**config.mk**
```make
export PLATFORM = sky130hd
export DESIGN_NAME = seg7_display_sched
export DESIGN_NICKNAME = d
export VERILOG_FILES = /design/src/rtl/seg7_sched_pkg.sv /design/src/rtl/seg7_tick_gen.sv /design/src/rtl/seg7_display_sched.sv
export SDC_FILE = /design/constraint.sdc
export NUM_CORES = 1
export LEC_CHECK = 0
export ABC_AREA = 1
export BUFFER_PORTS_ARGS = -buffer_cell sky130_fd_sc_hd__buf_2
export CAP_MARGIN = 0
export CORE_AREA = 2 2 97 99
export DETAILED_ROUTE_END_ITERATION = 12
export DIE_AREA = 0 0 99 101
export GPL_TIMING_DRIVEN = 0
export HOLD_SLACK_MARGIN = 0.05
export PLACE_DENSITY_LB_ADDON = 0.2
export SYNTH_ARGS = -nofsm -noshare
export SYNTH_HDL_FRONTEND = slang
export SYNTH_SLANG_ARGS = --single-unit
```
**constraint.sdc**
```tcl
create_clock -name clk -period 2.3 [get_ports clk]
set_input_delay 0.115 -clock clk [delete_from_list [all_inputs] [get_ports clk]]
set_output_delay 0.115 -clock clk [all_outputs]
set_load 0.02 [all_outputs]
```
**src/rtl/seg7_sched_pkg.sv**
```systemverilog
// seg7_sched_pkg: shared FSM state type and constants for the seven-segment display scheduler.
package seg7_sched_pkg;
  typedef enum logic [1:0] {IDLE, ADVANCE, SHOW} state_e;
  localparam logic MODE_ROTATE = 1'b0;
  localparam logic MODE_FIXED = 1'b1;
  localparam int DIGITS = 4;
endpackage

```
**src/rtl/seg7_tick_gen.sv**
```systemverilog
// seg7_tick_gen: divider emitting a 1-cycle pulse every DIV cycles; clr_i restarts the period.
module seg7_tick_gen #(
  parameter int DIV = 2
)(
  input  logic clk,
  input  logic rst,
  input  logic clr_i,
  output logic tick_o
);
  localparam int W = $clog2(DIV + 1);
  logic [W-1:0] cnt_q, cnt_d;
  assign tick_o = !clr_i && cnt_q == W'(DIV - 1);
  assign cnt_d = clr_i || tick_o ? '0 : cnt_q + W'(1);
  always_ff @(posedge clk) cnt_q <= rst ? '0 : cnt_d;
endmodule

```
**src/rtl/seg7_display_sched.sv**
```systemverilog
// seg7_display_sched: time-shares a 4-digit hex display between NUM_SRC requesters and paces the scanner.
// Define SEG7_SCHED_BLINK_EN to blink the display while frozen.
module seg7_display_sched
  import seg7_sched_pkg::*;
#(
  parameter int NUM_SRC = 4,
  parameter int DWELL_CYCLES = 50_000_000,
  parameter int SCAN_DIV = 100_000,
  parameter int BLINK_CYCLES = 25_000_000,
  localparam int SEL_W = $clog2(NUM_SRC)
)(
  input  logic                  clk,
  input  logic                  rst,
  input  logic [NUM_SRC*16-1:0] src_data,
  input  logic [NUM_SRC-1:0]    src_valid,
  input  logic                  mode,
  input  logic [SEL_W-1:0]      sel,
  input  logic                  freeze,
  output logic [15:0]           disp_data,
  output logic [SEL_W-1:0]      disp_src,
  output logic                  disp_blank,
  output logic                  scan_tick,
  output logic [1:0]            scan_digit
);
  localparam int DW = $clog2(DWELL_CYCLES);

  if (NUM_SRC < 2 || NUM_SRC > 8 || DWELL_CYCLES < 2 || SCAN_DIV < 2 || BLINK_CYCLES < 1) begin : g_bad_params
    $error("seg7_display_sched: parameter out of range");
  end

  // Lowest-offset valid source at or after start, wrapping; MSB flags a hit.
  function automatic logic [SEL_W:0] next_valid(input logic [NUM_SRC-1:0] v, input int start);
    logic [SEL_W:0] r;
    r = '0;
    for (int k = NUM_SRC - 1; k >= 0; k--)
      if (v[(start + k) % NUM_SRC]) r = {1'b1, SEL_W'((start + k) % NUM_SRC)};
    return r;
  endfunction

  state_e state_q, state_d;
  logic [15:0] data_q, data_d, cur_data;
  logic [SEL_W-1:0] src_q, src_d, sel_q;
  logic [DW-1:0] dwell_q, dwell_d;
  logic [$clog2(DIGITS)-1:0] digit_q;
  logic [SEL_W:0] pick;
  logic blank_q, blank_d, first_q, first_d, mode_q;
  logic cur_valid, fixed_ok, changed, at_limit, expired, frz_blank;

  seg7_tick_gen #(.DIV(SCAN_DIV)) u_scan (
    .clk(clk),
    .rst(rst),
    .clr_i(1'b0),
    .tick_o(scan_tick)
  );

`ifdef SEG7_SCHED_BLINK_EN
  logic frz_show, frz_show_q, blink_start, blink_tick;
  assign frz_show = freeze && state_q == SHOW;
  assign blink_start = frz_show && !frz_show_q;
  seg7_tick_gen #(.DIV(BLINK_CYCLES)) u_blink (
    .clk(clk),
    .rst(rst),
    .clr_i(!frz_show || blink_start),
    .tick_o(blink_tick)
  );
  always_ff @(posedge clk) frz_show_q <= rst ? 1'b0 : frz_show;
  assign frz_blank = blink_start ? 1'b1 : blink_tick ? !blank_q : blank_q;
`else
  assign frz_blank = 1'b0;
`endif

  assign cur_valid = src_valid[src_q];
  assign cur_data = src_data[16*src_q +: 16];
  assign fixed_ok = int'(sel) < NUM_SRC && src_valid[sel];
  assign pick = mode == MODE_FIXED ? {fixed_ok, sel} : next_valid(src_valid, first_q ? 0 : int'(src_q) + 1);
  assign changed = mode != mode_q || (mode == MODE_FIXED && sel != sel_q);
  assign at_limit = dwell_q == DW'(DWELL_CYCLES - 1);
  assign expired = mode == MODE_ROTATE && at_limit;

  always_ff @(posedge clk) state_q <= rst ? IDLE : state_d;

  always_comb
    state_d = state_q == IDLE ? (|src_valid ? ADVANCE : IDLE)
            : state_q == ADVANCE ? (pick[SEL_W] ? SHOW : IDLE)
            : (!cur_valid || (!freeze && (changed || expired))) ? ADVANCE : SHOW;

  always_comb begin
    data_d = data_q;
    src_d = src_q;
    blank_d = blank_q;
    dwell_d = dwell_q;
    first_d = first_q;
    if (state_q == IDLE) begin
      data_d = '0;
      blank_d = 1'b1;
    end else if (state_q == ADVANCE) begin
      data_d = pick[SEL_W] ? src_data[16*pick[SEL_W-1:0] +: 16] : '0;
      blank_d = !pick[SEL_W];
      if (pick[SEL_W]) begin
        src_d = pick[SEL_W-1:0];
        dwell_d = '0;
        first_d = 1'b0;
      end
    end else if (!freeze) begin
      data_d = cur_data;
      dwell_d = at_limit ? dwell_q : dwell_q + DW'(1);
      blank_d = 1'b0;
    end else begin
      blank_d = frz_blank;
    end
  end

  always_ff @(posedge clk)
    if (rst) begin
      data_q <= '0;
      src_q <= '0;
      blank_q <= 1'b1;
      dwell_q <= '0;
      first_q <= 1'b1;
      mode_q <= MODE_ROTATE;
      sel_q <= '0;
      digit_q <= '0;
    end else begin
      data_q <= data_d;
      src_q <= src_d;
      blank_q <= blank_d;
      dwell_q <= dwell_d;
      first_q <= first_d;
      mode_q <= mode;
      sel_q <= sel;
      digit_q <= digit_q + {1'b0, scan_tick};
    end

  assign disp_data = data_q;
  assign disp_src = src_q;
  assign disp_blank = blank_q;
  assign scan_digit = digit_q;
endmodule

```
# Yosys cells after proc, flatten, opt, wreduce, memory -nomap -nowiden
# Index checks and enable logic that the tools add are counted.
# classes
n_addsub	7
n_lt_le_gt_ge	6
eq_ne	8
n_shift	2
muxes	35
bitwise_logic	6
n_reduce_logical	19
# ops
operator	count
indexed part select 64 x 7 -> 16 bit	2
two-way mux 26 bit	4
two-way mux 16 bit	3
adder 26 x 1 -> 26 bit (second input constant)	1
== test 26 bit (second input constant)	1
adder 17 x 1 -> 17 bit (second input constant)	1
== test 17 bit (second input constant)	1
< comparator 3 x 4 -> 1 bit (second input constant)	4
two-way mux 3 bit	5
binary-select mux 1 bit (select 2 bit)	6
two-way mux 1 bit	12
OR reduction 2 bit	6
two-way mux 2 bit	5
< comparator 2 x 3 -> 1 bit (second input constant)	2
adder 2 x 1 -> 2 bit (second input constant)	2
adder 2 bit (second input constant)	2
bitwise AND 1 bit (first input constant)	4
!= test 2 x 1 -> 1 bit (second input constant)	2
AND reduction 4 bit	1
OR reduction 4 bit	1
logical AND 1 bit	3
zero test 1 bit	3
logical OR 1 bit	3
AND reduction 3 bit	1
other kinds (7)	8
# word_totals
register_bits	70
in_bits	74
out_inout_bits	22
word_cells	93

# Longest topological paths before layout
# logic_depth
word_depth	16
depth_mapped	19

# Cells and area by module
# Synthesis repeated with hierarchy kept, for this count alone.
# hier_totals
cells_unflattened	856
area_unflattened_um2	5068.6
# by_module_without_submodules
module	n_inst	cells_each	area_each_um2
seg7_display_sched	1	721	4172.8
seg7_tick_gen	1	135	895.9

# Worst setup path before layout
# OpenSTA, ideal clock, no wires.
# synth_timing
path_kind	register to register
start	reg u_scan.cnt_q[0]
end	reg u_scan.cnt_q[12]
setup_ns	0.132
arrival_ns	2.306
required_time_ns	2.168
setup_slack_ns	-0.138
stages_incl_launch_ff	10
path_buffers	1
synth_period_minus_slack_ns	2.438
cell_sequence	dfxtp_1 -> ha_1 -> nand2_1 -> nor2_1 -> inv_1 -> nor4_1 -> nor2_1 -> inv_1 -> clkbuf_1 -> nor3_1
# synth_via
elab_chain_len	2
word_cells_on_any_way	3
classes_between	1 x add/sub; 1 x eq/ne; 1 x reduce/logical
# synth_lines
element	line_no	text
start: declaration	seg7_tick_gen.sv:11	logic [W-1:0] cnt_q, cnt_d;
start signal: assignment	seg7_tick_gen.sv:14	always_ff @(posedge clk) cnt_q <= rst ? '0 : cnt_d;
== test 17 bit	seg7_tick_gen.sv:12	assign tick_o = !clr_i && cnt_q == W'(DIV - 1);
named net scan_tick	seg7_display_sched.sv:22	output logic scan_tick,
OR reduction 2 bit (no source line)	-	
# The timed path passes the listed nets, and every way through them passes these cells.
# A chain may end at the register's enable or synchronous reset.

# Worst setup path in the final report
# layout_timing
start	reg first_q
end	reg data_q[15] (netlist: disp_data[15])
# layout_via
elab_chain_len	13
word_cells_on_any_way	24
classes_between	3 x add/sub; 1 x shift; 20 x mux
# layout_lines
element	line_no	text
start: declaration	seg7_display_sched.sv:46	logic blank_q, blank_d, first_q, first_d, mode_q;
start signal: assignment	seg7_display_sched.sv:128	first_q <= first_d;
two-way mux 2 bit (*)	seg7_display_sched.sv:75	assign pick = mode == MODE_FIXED ? {fixed_ok, sel} : next_valid(src_valid, first_q ? 0 : int'(src_q) + 1);
adder 2 bit	seg7_display_sched.sv:36	if (v[(start + k) % NUM_SRC]) r = {1'b1, SEL_W'((start + k) % NUM_SRC)};
binary-select mux 1 bit (select 2 bit)	seg7_display_sched.sv:36	
two-way mux 1 bit (not written as such) (2 in series)	seg7_display_sched.sv:36	
two-way mux 3 bit (3 in series)	seg7_display_sched.sv:36	
two-way mux 3 bit (*)	seg7_display_sched.sv:36	
two-way mux 3 bit (*)	seg7_display_sched.sv:75	
indexed part select 64 x 7 -> 16 bit	seg7_display_sched.sv:97	data_d = pick[SEL_W] ? src_data[16*pick[SEL_W-1:0] +: 16] : '0;
two-way mux 16 bit (*)	seg7_display_sched.sv:97	
two-way mux 16 bit (*)	seg7_display_sched.sv:96	end else if (state_q == ADVANCE) begin
end signal: assignment	seg7_display_sched.sv:124	data_q <= data_d;
end: declaration	seg7_display_sched.sv:41	logic [15:0] data_q, data_d, cur_data;
# Every way passes the cells marked *; elsewhere a longest branch is shown, timed or not. The select of a mux whose other input is x is not followed.

==> metrics <==
Crit path largest cell delay=between 400 and 500 ps; CP max-delay cell=dfxtp_1; boundary pin count=between 90 and 100; worst vdd ir=386 µV; synth top area cells=dfxtp_1, nand2_1, inv_1; Hold Path Class=in2reg; crit path capture type=flip-flop; die area=~10000 µm²; post-synth top area cell=dfxtp_1; CP max FO=10; row count=35; DRC=0; Post-Syn Instances=a little over 800; drt wl/cell=around 13 µm; Worst EP arrival=between 2000 and 2500 ps; Leak=between 2 and 3 nW; Max-slew headroom=0.588; clock transition at the registers of the reported paths=80 ps; Final period util=0.941; GPL Wtd Cong=around 1; antenna violations before repair=0; largest net degree at the start of global routing=13; clk_lat worst skew=350 ps; utilization after layout=0.655; FF/Latch Area=1400 µm²; fillers=between 800 and 900; DP Cell Count=around 1000; area taken by multi-input logic gates=between 2000 and 3000 µm²; Root Driver=clkbuf_8; delay-heaviest family, CP=simple AND/OR/NAND/NOR gates; CP Cell Sequence=inv_2 -> nand2_2 -> nand2_1 -> nand2_1 -> nor2_2 -> nor3_2 -> nand2_1 -> a22oi_2 -> nor2_2 -> clkbuf_4 -> nand3_1 -> nand3_1 -> nand2_1 -> inv_1; number of synthesized flops with an enable pin=0; Final Hold Slack=slightly below 70 ps; Vias/cell=~5.3; fraction of registers with async set/reset=0; GRT Residual Overflow=0; Final setup viols=0; Initial Utilization=0.545; NumNets Final=around 1000; MaxCap Viol Count=0; CTS tree=done; Max Transition Viols Final=0; worst slew pin tran=618 ps; height of the die=101 µm; IO buf count=between 90 and 100; 1st-iter DRT viols=~360; Area Overhead vs Synth=20.3%; Pwr per Cell Area=between 600 and 700 nW/µm²; Synth top area share=0.287; share of cells above drive strength 1=0.169; Fin Clk Skew=7.43 ps; fmax=462 MHz; number of synthesized register bits=70; CP startpoint kind=flip-flop; Top cell by count, worst path=nand2_1; Syn Area/Cell=between 5 and 6 µm²; first-pass GRT wire length=approximately 23000 µm; clk sinks=70; Critical Path RT=~2600 ps; worst path bufs/invs=3; cts-stage hold buffer count=0; Synth Flop Type=dfxtp_1; detailed placement HPWL=approximately 10000 µm; Syn Nets=906; RSZ-0062 raised after global routing=true; wirelength, routed=between 10000 and 15000 µm; status=finished, final reports clean; Die W=approximately 99 µm; Final Hold Viols=0; H-tree levels=3; vias in the first global route=between 5000 and 6000; synth warn=0; Layout Cells excl Fill=1057; All-Layer GR Usage=0.284; synthesized area=4890 µm²; CTS buffer count=9; crit path kind=reg2reg; synth unique cells=37; Final ANT Viol Nets=0; min cycle time layout=2160 ps; CTS Buffer Depth=2; DRT Pass-1 Iters=4; core outline area=~9000 µm²; post-synthesis sequential area ratio=0.287; n_diodes=0; via count=about 5600
==> logic make-up after synthesis <==
group	after synthesis	share of synthesized area
and+or+nand+nor	407	0.364
xor gates and xnor gates	14	0.0251
adders and majority gates	3	0.00768
DFF	70	0.287
buffers and inverters	171	0.142
AOI/OAI and AO/OA	164	0.174
==> final cells by class <==
| type | count | share of cell area |
|---|---|---|
| timing repair buffer | 101 | 0.0893 |
| buffer | 33 | 0.0325 |
| inverter | 138 | 0.0902 |
| sequential | 70 | 0.239 |
| clock inverter | 4 | 0.0130 |
| multi-input combinational | 588 | 0.485 |
| tap | 111 | 0.0236 |
| clock buffer | 12 | 0.0281 |
==> layer usage <==
layer  global-route usage  wire [µm]
met5                    0          0
met4                0.104        402
met3               0.0707       1130
met2                0.455       6320
met1                0.370       6220
==> cell usage in the layout (no fill, tap or decap), types with 2 or more instances in the layout <==
cell type  count
or2_2          2
nor2_1        71
nor4_2         3
nor4_1         4
bufinv_16      2
buf_1          2
ha_1           3
inv_2          2
a21oi_1       77
clkbuf_4       2
a31oi_1        7
inv_1        134
clkbuf_1      18
nand2_2        2
o21ai_0       74
buf_6          5
xnor2_1        6
nor3_2         2
inv_6          2
nand4_1       20
nand3_2        2
nor3b_1        3
nand3b_1       2
buf_4         10
dfxtp_2        2
nand3_1       78
nand2_1      195
xor2_1         8
buf_2         96
nor3_1        12
dfxtp_1       68
nor2_2         8
clkbuf_8      12
==> cell usage after synthesis, drive strengths merged (3+ instances only) <==
| master | instances |
|---|---|
| a21oi | 77 |
| a31oi | 7 |
| nor2 | 80 |
| ha | 3 |
| nor4 | 7 |
| o21ai | 75 |
| clkbuf | 18 |
| nor3 | 14 |
| nor3b | 3 |
| xnor2 | 6 |
| inv | 138 |
| xor2 | 8 |
| nand3 | 81 |
| dfxtp | 70 |
| nand2 | 198 |
| buf | 15 |
| nand4 | 20 |
==> timing repair <==
action,in CTS,in global routing
endpoints found under the setup margin,0,45
resized for setup,0,25
buffers inserted,0,8
==> state kept, by name, indices dropped and copies added (netlist names) <==
name,count
disp_blank,1
disp_data,16
disp_src,2
dwell_q,26
first_q,1
mode_q,1
scan_digit,2
sel_q,2
state_q,2
u_scan.cnt_q,17
==> metrics by stage <==
step	worst slack [ps]	instance area, µm²	total power, mW	setup TNS [ps]
after floorplan	179	4900	2.05	0
after global placement	51.8	5500	2.37	0
after detailed placement	42.8	5500	2.38	0
after CTS	8.84	5740	3.56	0
after global routing	-29.9	5880	3.83	-223
final	136	5880	3.62	0
==> final timing paths <==
| kind | start | endpoint | slack (ps) | cells after the start |
|---|---|---|---|---|
| setup / recovery | first_q | disp_data[15] | 140 | 14 |
| hold / removal | sel[0] | sel_q[0] | 70 | 3 |
| setup reg to reg | first_q | disp_data[15] | 140 | 14 |
| hold reg to reg | u_scan.cnt_q[16] | u_scan.cnt_q[16] | 470 | 2 |
==> worst reg2reg max path, cell delays in order, from the launching register on <==
cell and delay, ps:
dfxtp_1 480, inv_2 100, nand2_2 130, nand2_1 60, nand2_1 70, nor2_2 50, nor3_2 170, nand2_1 100
a22oi_2 270, nor2_2 110, clkbuf_4 210, nand3_1 90, nand3_1 110, nand2_1 80, inv_1 40
==> report_power, final <==
group / leakage [nW] / switching [mW] / internal [mW]
Sequential: 0.569 / 0.0372 / 1.27
Combinational: 2.16 / 0.741 / 0.397
Clock: 0.119 / 0.478 / 0.703
Total: 2.85 / 1.26 / 2.37
(Power assumes the default switching activity.)
